## config.mk

```make
export PLATFORM = sky130hd
export DESIGN_NAME = apb_rr_arbiter
export DESIGN_NICKNAME = d
export VERILOG_FILES = /design/src/rtl/apb_rr_arbiter.sv
export SDC_FILE = /design/constraint.sdc
export NUM_CORES = 1
export LEC_CHECK = 0
export CAP_MARGIN = 10
export CORE_AREA = 2 2 117 119
export DETAILED_ROUTE_END_ITERATION = 7
export DIE_AREA = 0 0 119 121
export GPL_TIMING_DRIVEN = 0
export SLEW_MARGIN = 10
export SYNTH_ARGS = -nofsm -noshare
export SYNTH_HDL_FRONTEND = slang
export SYNTH_SLANG_ARGS = --single-unit
```

## constraint.sdc

```tcl
create_clock -name clk_i -period 2.2 [get_ports clk_i]
set_clock_uncertainty 0.2 [all_clocks]
set_input_delay 0.44 -clock clk_i [delete_from_list [all_inputs] [get_ports clk_i]]
set_output_delay 0.44 -clock clk_i [all_outputs]
set_load 0.005 [all_outputs]
```

## src/rtl/apb_rr_arbiter.sv

```systemverilog
// Round-robin arbiter sharing one downstream APB bus between NUM_MASTERS upstream masters.
// Sequences SETUP/ACCESS for the granted master and aborts stalled accesses with an error.
module apb_rr_arbiter #(
    parameter int NUM_MASTERS    = 2,
    parameter int APB_ADDR_WIDTH = 32,
    parameter int APB_DATA_WIDTH = 32,
    parameter int TIMEOUT_CYCLES = 256
) (
    input  logic                                   clk_i,
    input  logic                                   rst_i,
    input  logic [NUM_MASTERS-1:0]                 m_psel_i,
    input  logic [NUM_MASTERS-1:0]                 m_penable_i,
    input  logic [NUM_MASTERS-1:0]                 m_pwrite_i,
    input  logic [NUM_MASTERS*APB_ADDR_WIDTH-1:0]  m_paddr_i,
    input  logic [NUM_MASTERS*APB_DATA_WIDTH-1:0]  m_pwdata_i,
    output logic [NUM_MASTERS*APB_DATA_WIDTH-1:0]  m_prdata_o,
    output logic [NUM_MASTERS-1:0]                 m_pready_o,
    output logic [NUM_MASTERS-1:0]                 m_pslverr_o,
    output logic                                   s_psel_o,
    output logic                                   s_penable_o,
    output logic                                   s_pwrite_o,
    output logic [APB_ADDR_WIDTH-1:0]              s_paddr_o,
    output logic [APB_DATA_WIDTH-1:0]              s_pwdata_o,
    input  logic [APB_DATA_WIDTH-1:0]              s_prdata_i,
    input  logic                                   s_pready_i,
    input  logic                                   s_pslverr_i,
    output logic                                   timeout_o
);

    // state  | meaning
    // IDLE   | no transfer downstream; arbitrate among requesters
    // SETUP  | downstream SETUP phase for gnt_q
    // ACCESS | downstream ACCESS phase; wait for pready or timeout

    localparam int GW = $clog2(NUM_MASTERS);
    localparam int CW = (TIMEOUT_CYCLES > 0) ? $clog2(TIMEOUT_CYCLES + 1) : 1;
    localparam bit TO_EN = (TIMEOUT_CYCLES != 0);
    localparam logic [CW-1:0] CNT_LAST = CW'((TIMEOUT_CYCLES > 0) ? TIMEOUT_CYCLES - 1 : 0);

    typedef enum logic [1:0] {
        S_IDLE   = 2'd0,
        S_SETUP  = 2'd1,
        S_ACCESS = 2'd2
    } state_t;

    state_t          state_q, state_d;
    logic [GW-1:0]   gnt_q, gnt_d;
    logic [GW-1:0]   last_q, last_d;
    logic [CW-1:0]   cnt_q, cnt_d;
    logic [GW-1:0]   pick;
    logic            busy;
    logic            in_access;
    logic            timeout_hit;
    logic            unused_penable;

    logic [APB_ADDR_WIDTH-1:0] paddr_a  [NUM_MASTERS];
    logic [APB_DATA_WIDTH-1:0] pwdata_a [NUM_MASTERS];

    assign unused_penable = ^m_penable_i;

    always_comb begin
        for (int i = 0; i < NUM_MASTERS; i++) begin
            paddr_a[i]  = m_paddr_i[i*APB_ADDR_WIDTH +: APB_ADDR_WIDTH];
            pwdata_a[i] = m_pwdata_i[i*APB_DATA_WIDTH +: APB_DATA_WIDTH];
        end
    end

    // Lowest-priority group (index <= last) first, then the group above last overrides,
    // so the winner is the first requester in the order last+1 .. last.
    always_comb begin
        pick = '0;
        for (int j = NUM_MASTERS - 1; j >= 0; j--) begin
            if (m_psel_i[j] && (j <= int'(last_q))) pick = GW'(j);
        end
        for (int j = NUM_MASTERS - 1; j >= 0; j--) begin
            if (m_psel_i[j] && (j > int'(last_q))) pick = GW'(j);
        end
    end

    assign busy        = (state_q != S_IDLE);
    assign in_access   = (state_q == S_ACCESS);
    assign timeout_hit = TO_EN && in_access && !s_pready_i && (cnt_q == CNT_LAST);
    assign timeout_o   = timeout_hit;

    always_comb begin
        state_d = state_q;
        gnt_d   = gnt_q;
        last_d  = last_q;
        cnt_d   = cnt_q;
        case (state_q)
            S_IDLE: begin
                if (|m_psel_i) begin
                    gnt_d   = pick;
                    last_d  = pick;
                    state_d = S_SETUP;
                end
            end
            S_SETUP: begin
                cnt_d   = '0;
                state_d = S_ACCESS;
            end
            S_ACCESS: begin
                if (s_pready_i) begin
                    state_d = S_IDLE;
                end else begin
                    cnt_d = cnt_q + 1'b1;
                    if (timeout_hit) state_d = S_IDLE;
                end
            end
            default: state_d = S_IDLE;
        endcase
    end

    always_ff @(posedge clk_i or posedge rst_i) begin
        if (rst_i) begin
            state_q <= S_IDLE;
            gnt_q   <= '0;
            last_q  <= GW'(NUM_MASTERS - 1);
            cnt_q   <= '0;
        end else begin
            state_q <= state_d;
            gnt_q   <= gnt_d;
            last_q  <= last_d;
            cnt_q   <= cnt_d;
        end
    end

    // Request fields come straight from the granted master; APB holds them stable.
    always_comb begin
        s_psel_o    = busy;
        s_penable_o = in_access;
        s_pwrite_o  = busy ? m_pwrite_i[gnt_q] : 1'b0;
        s_paddr_o   = busy ? paddr_a[gnt_q] : '0;
        s_pwdata_o  = busy ? pwdata_a[gnt_q] : '0;
    end

    always_comb begin
        m_prdata_o  = '0;
        m_pready_o  = '0;
        m_pslverr_o = '0;
        for (int i = 0; i < NUM_MASTERS; i++) begin
            if (in_access && (gnt_q == GW'(i))) begin
                m_pready_o[i]  = s_pready_i | timeout_hit;
                m_pslverr_o[i] = (s_pready_i & s_pslverr_i) | timeout_hit;
                m_prdata_o[i*APB_DATA_WIDTH +: APB_DATA_WIDTH] = timeout_hit ? '0 : s_prdata_i;
            end
        end
    end

endmodule
```

==> impl_metrics.yaml <==
clock_network:
  htree_levels: 1
  clk_path_buf_depth: 2
  cts_tree: "yes"
  clkTransAtPathRegs_ns: 0.05
  clkLatencyLatePin_ns: 0.24
  root_buffer: "clkbuf_16"
  holdBufCountCts: 0
  numCtsBuffers: 3
  clock_sinks: 13
route:
  ant_nets: 0
  dr.pass1.iters: 4
  viasPerCell: 4.30
  avgRoutedWirePerCell_um: 15.8
  drc_errors: 0
  drt_wl_total_um: 13600
  drt_iter0_drc: 71
  num_vias: 3703
synth:
  synth-seq-cells: 13
  yosys.area.top_type: "mux2i_1"
  synthCells: 338
  yosysWarnings: 0
  synth_most_common_cell: "nor2_1"
  synth_mux_area_share_pct: 29.8
  synth_compound_area_share_pct: 6.11
  synth_ff_type: "dfrtp_1"
  syn_area_um2: 2210
  synth.top_cell.area_share_pct: 29.8
  synth_top_family_by_area: "simple AND/OR/NAND/NOR gates"
  synthAdderAreaFrac_pct: 1.13
  synth-xor-area-share_pct: 0
  ys_async_sr_fraction_pct: 100
  ys_seq_area_share_pct: 14.8
  synth_fp_nets: 510
  yosys.area_share.simple_pct: 39.1
  avgSynthCellArea_um2: 6.55
  synth.area.top_cells: "mux2i_1, nor2_1, dfrtp_1, nand2_1, buf_2"
  synth_edf_count: 0
  yosys-top-cells-count: "nor2_1, mux2i_1, nand2_1"
  ys_types: 37
timing:
  worst_slew_pin_slew_ns: 0.495
  finalCriticalPeriod_ns: 2.61
  fin_crit_sh_pct: 119
  finalHoldViolCount: 0
  setup_ws_ns: -0.408
  fmax_mhz: 383
  slew_viol_final: 0
  relSlewSlack_pct: 66.9
  finalSetupViolCount: 86
  rsz0062_at_grt: "true"
worst_setup_path:
  r2r_start: "state_q[0]"
  ff2ff_path_depth: 6
  crit_chain: "nand4_1, nor2_2, ha_2, nand4bb_1, buf_6, buf_8, buf_12, nand2_4, nor2_1, buf_2"
  arrival_ns: 1.97
  cpMaxStageDelayCell: "dfrtp_1"
  slowest_delay_ns: 0.40
  worst_ep_required_time_ns: 1.56
  worstReg2RegEnd: "cnt_q[6]"
  worstSetupPathType: "reg2out"
  rrSetupSlack_ns: 0.32
  end_kind: "output port"
  crit_path_start_kind: "flop"
  crit_path_max_fanout: 7
grt:
  antenna_found_initial: 0
  gr-total-overflow: 0
  grt_pass1_wl_um: 19500
  grt_max_degree: 14
  grt_pass1_vias: 3766
  groute.usage.overall_pct: 16.7
status:
  violations: "negative setup slack"
  outcome: "finished with violations"
finish:
  num_antenna_cells: 0
  fill_cells: 1287
  area.growth.synth_to_final_pct: 175
  nets: 859
  drive_gt1_share_pct: 37.6
  stdcell_count: 862
power:
  netSwitchingPower_mw: 2.23
  switching_share_pct: 41.2
  totalPowerFinal_mw: 5.42
  p_clk_share_pct: 6.4
  power_frac_comb_pct: 87.3
  internal_power_mw: 3.19
  p_seq_share_pct: 6.3
  leakage_nw: 3.00
  ir_drop_uv: 425
  power.density_nw_per_um2: 891
floorplanning:
  ios: 306
  initial_core_util_pct: 16.9
  fp.dieH_um: 121
  num_rows: 42
  core_um2: 13100
  die_w_um: 119
  die-area_um2: 14400
placement:
  pre_cts_slack_ns: -0.803
  hpwl_um: 10700
  portBuffers: 303
  place.gp.congestion: 0.840
  dp_cells: 817
job:
  drv_cap: 0
hold_path:
  hold_depth: 1
  holdPathEnd: "cnt_q[8]"
  hold_start: "cnt_q[8]"
  min_path_type: "reg2reg"
## logic make-up after synthesis
kind of cell,Yosys count
simple gates,202
mux,66
buf+inv,35
compound gates,20
flops,13
fa+ha+maj,2
## state kept, by name (all words and copies together), names as in the netlist
register,count
cnt_q,9
gnt_q,1
last_q,1
state_q,2
## power groups by stage
stage | Sequential [mW] | Combinational (mW) | Clock (mW)
floorplan | 0.338 | 1.85 | 0
global placement | 0.347 | 4.19 | 0
detailed placement | 0.350 | 4.20 | 0
CTS | 0.344 | 4.10 | 0.351
global route | 0.352 | 5.10 | 0.368
finish | 0.344 | 4.74 | 0.345
## per-stage QoR
step / utilization, % / cell area [um^2] / hold WS [ns] / TNS (ns)
finish: 46.5 / 6090 / 0.311 / -25.80
global route: 46.5 / 6090 / 0.341 / -32.32
CTS: 43.5 / 5690 / 0.312 / -24.53
detailed placement: 41.8 / 5470 / 0.273 / -61.88
global placement: 41.8 / 5470 / 0.268 / -60.24
floorplan: - / 2210 / 0.116 / -0.211
## routing by layer
| layer | track usage, % | up-vias | routed length, um |
|---|---|---|---|
| met5 | 0 | - | 0 |
| met4 | 3.87 | 0 | 194 |
| met3 | 4.14 | 12 | 1150 |
| met2 | 33.6 | 212 | 7440 |
| met1 | 17.1 | 1671 | 4830 |
| li1 | - | 1808 | - |
## layout by cell type (no fill, tap or decap), types with 3 or more instances in the layout
master | Yosys | layout
mux2i_2 | 0 | 3
o2bb2ai_1 | 3 | 3
nor2_1 | 138 | 108
buf_12 | 0 | 12
nand2_4 | 0 | 28
clkbuf_16 | 0 | 9
nor3_1 | 3 | 3
dfrtp_1 | 12 | 10
nand2_2 | 0 | 3
inv_1 | 5 | 4
buf_2 | 14 | 82
clkbuf_2 | 0 | 27
buf_4 | 6 | 23
buf_8 | 0 | 6
buf_6 | 4 | 19
nor2_4 | 1 | 4
mux2i_1 | 66 | 62
a21oi_1 | 6 | 5
clkdlybuf4s50_1 | 0 | 167
nand2_1 | 40 | 7
nor2_2 | 0 | 27
dlygate4sd2_1 | 0 | 29
o21ai_0 | 4 | 4
nand2b_1 | 3 | 3
## area by class of cell
cell class | instances | area, um^2 | share of cell area [%]
Sequential cell | 13 | 329 | 5.41
Buffer | 30 | 384 | 6.31
Inverter | 5 | 18.8 | 0.308
Multi-Input combinational cell | 290 | 2070 | 34.1
Clock buffer | 4 | 78.8 | 1.30
Tap cell | 176 | 220 | 3.62
Timing Repair Buffer | 344 | 2980 | 49.0
## timing repair
action | CTS | global route
buffers inserted | 19 | 14
gates resized for setup | 454 | 160
gates cloned | 2 | 6
pin swaps | 58 | 18
setup endpoints to repair | 135 | 127
## worst max-delay path by stage
stage | startpoint | end | slack [ns]
after floorplan | cnt_q[0] | m_prdata_o[34] | -0.007
after global placement | cnt_q[0] | m_prdata_o[58] | -0.77
after detailed placement | cnt_q[0] | m_prdata_o[62] | -0.80
after CTS | cnt_q[1] | m_prdata_o[62] | -0.41
after global routing | cnt_q[5] | m_prdata_o[39] | -0.48
final | cnt_q[5] | m_prdata_o[61] | -0.41
## critical path: cells and delay by family (launching register included)
kind / cells / cell delay (ns)
simple gates: 5 / 0.55
buf+inv: 4 / 0.57
flops: 1 / 0.40
fa+ha+maj: 1 / 0.19
(Power assumes the default switching activity.)
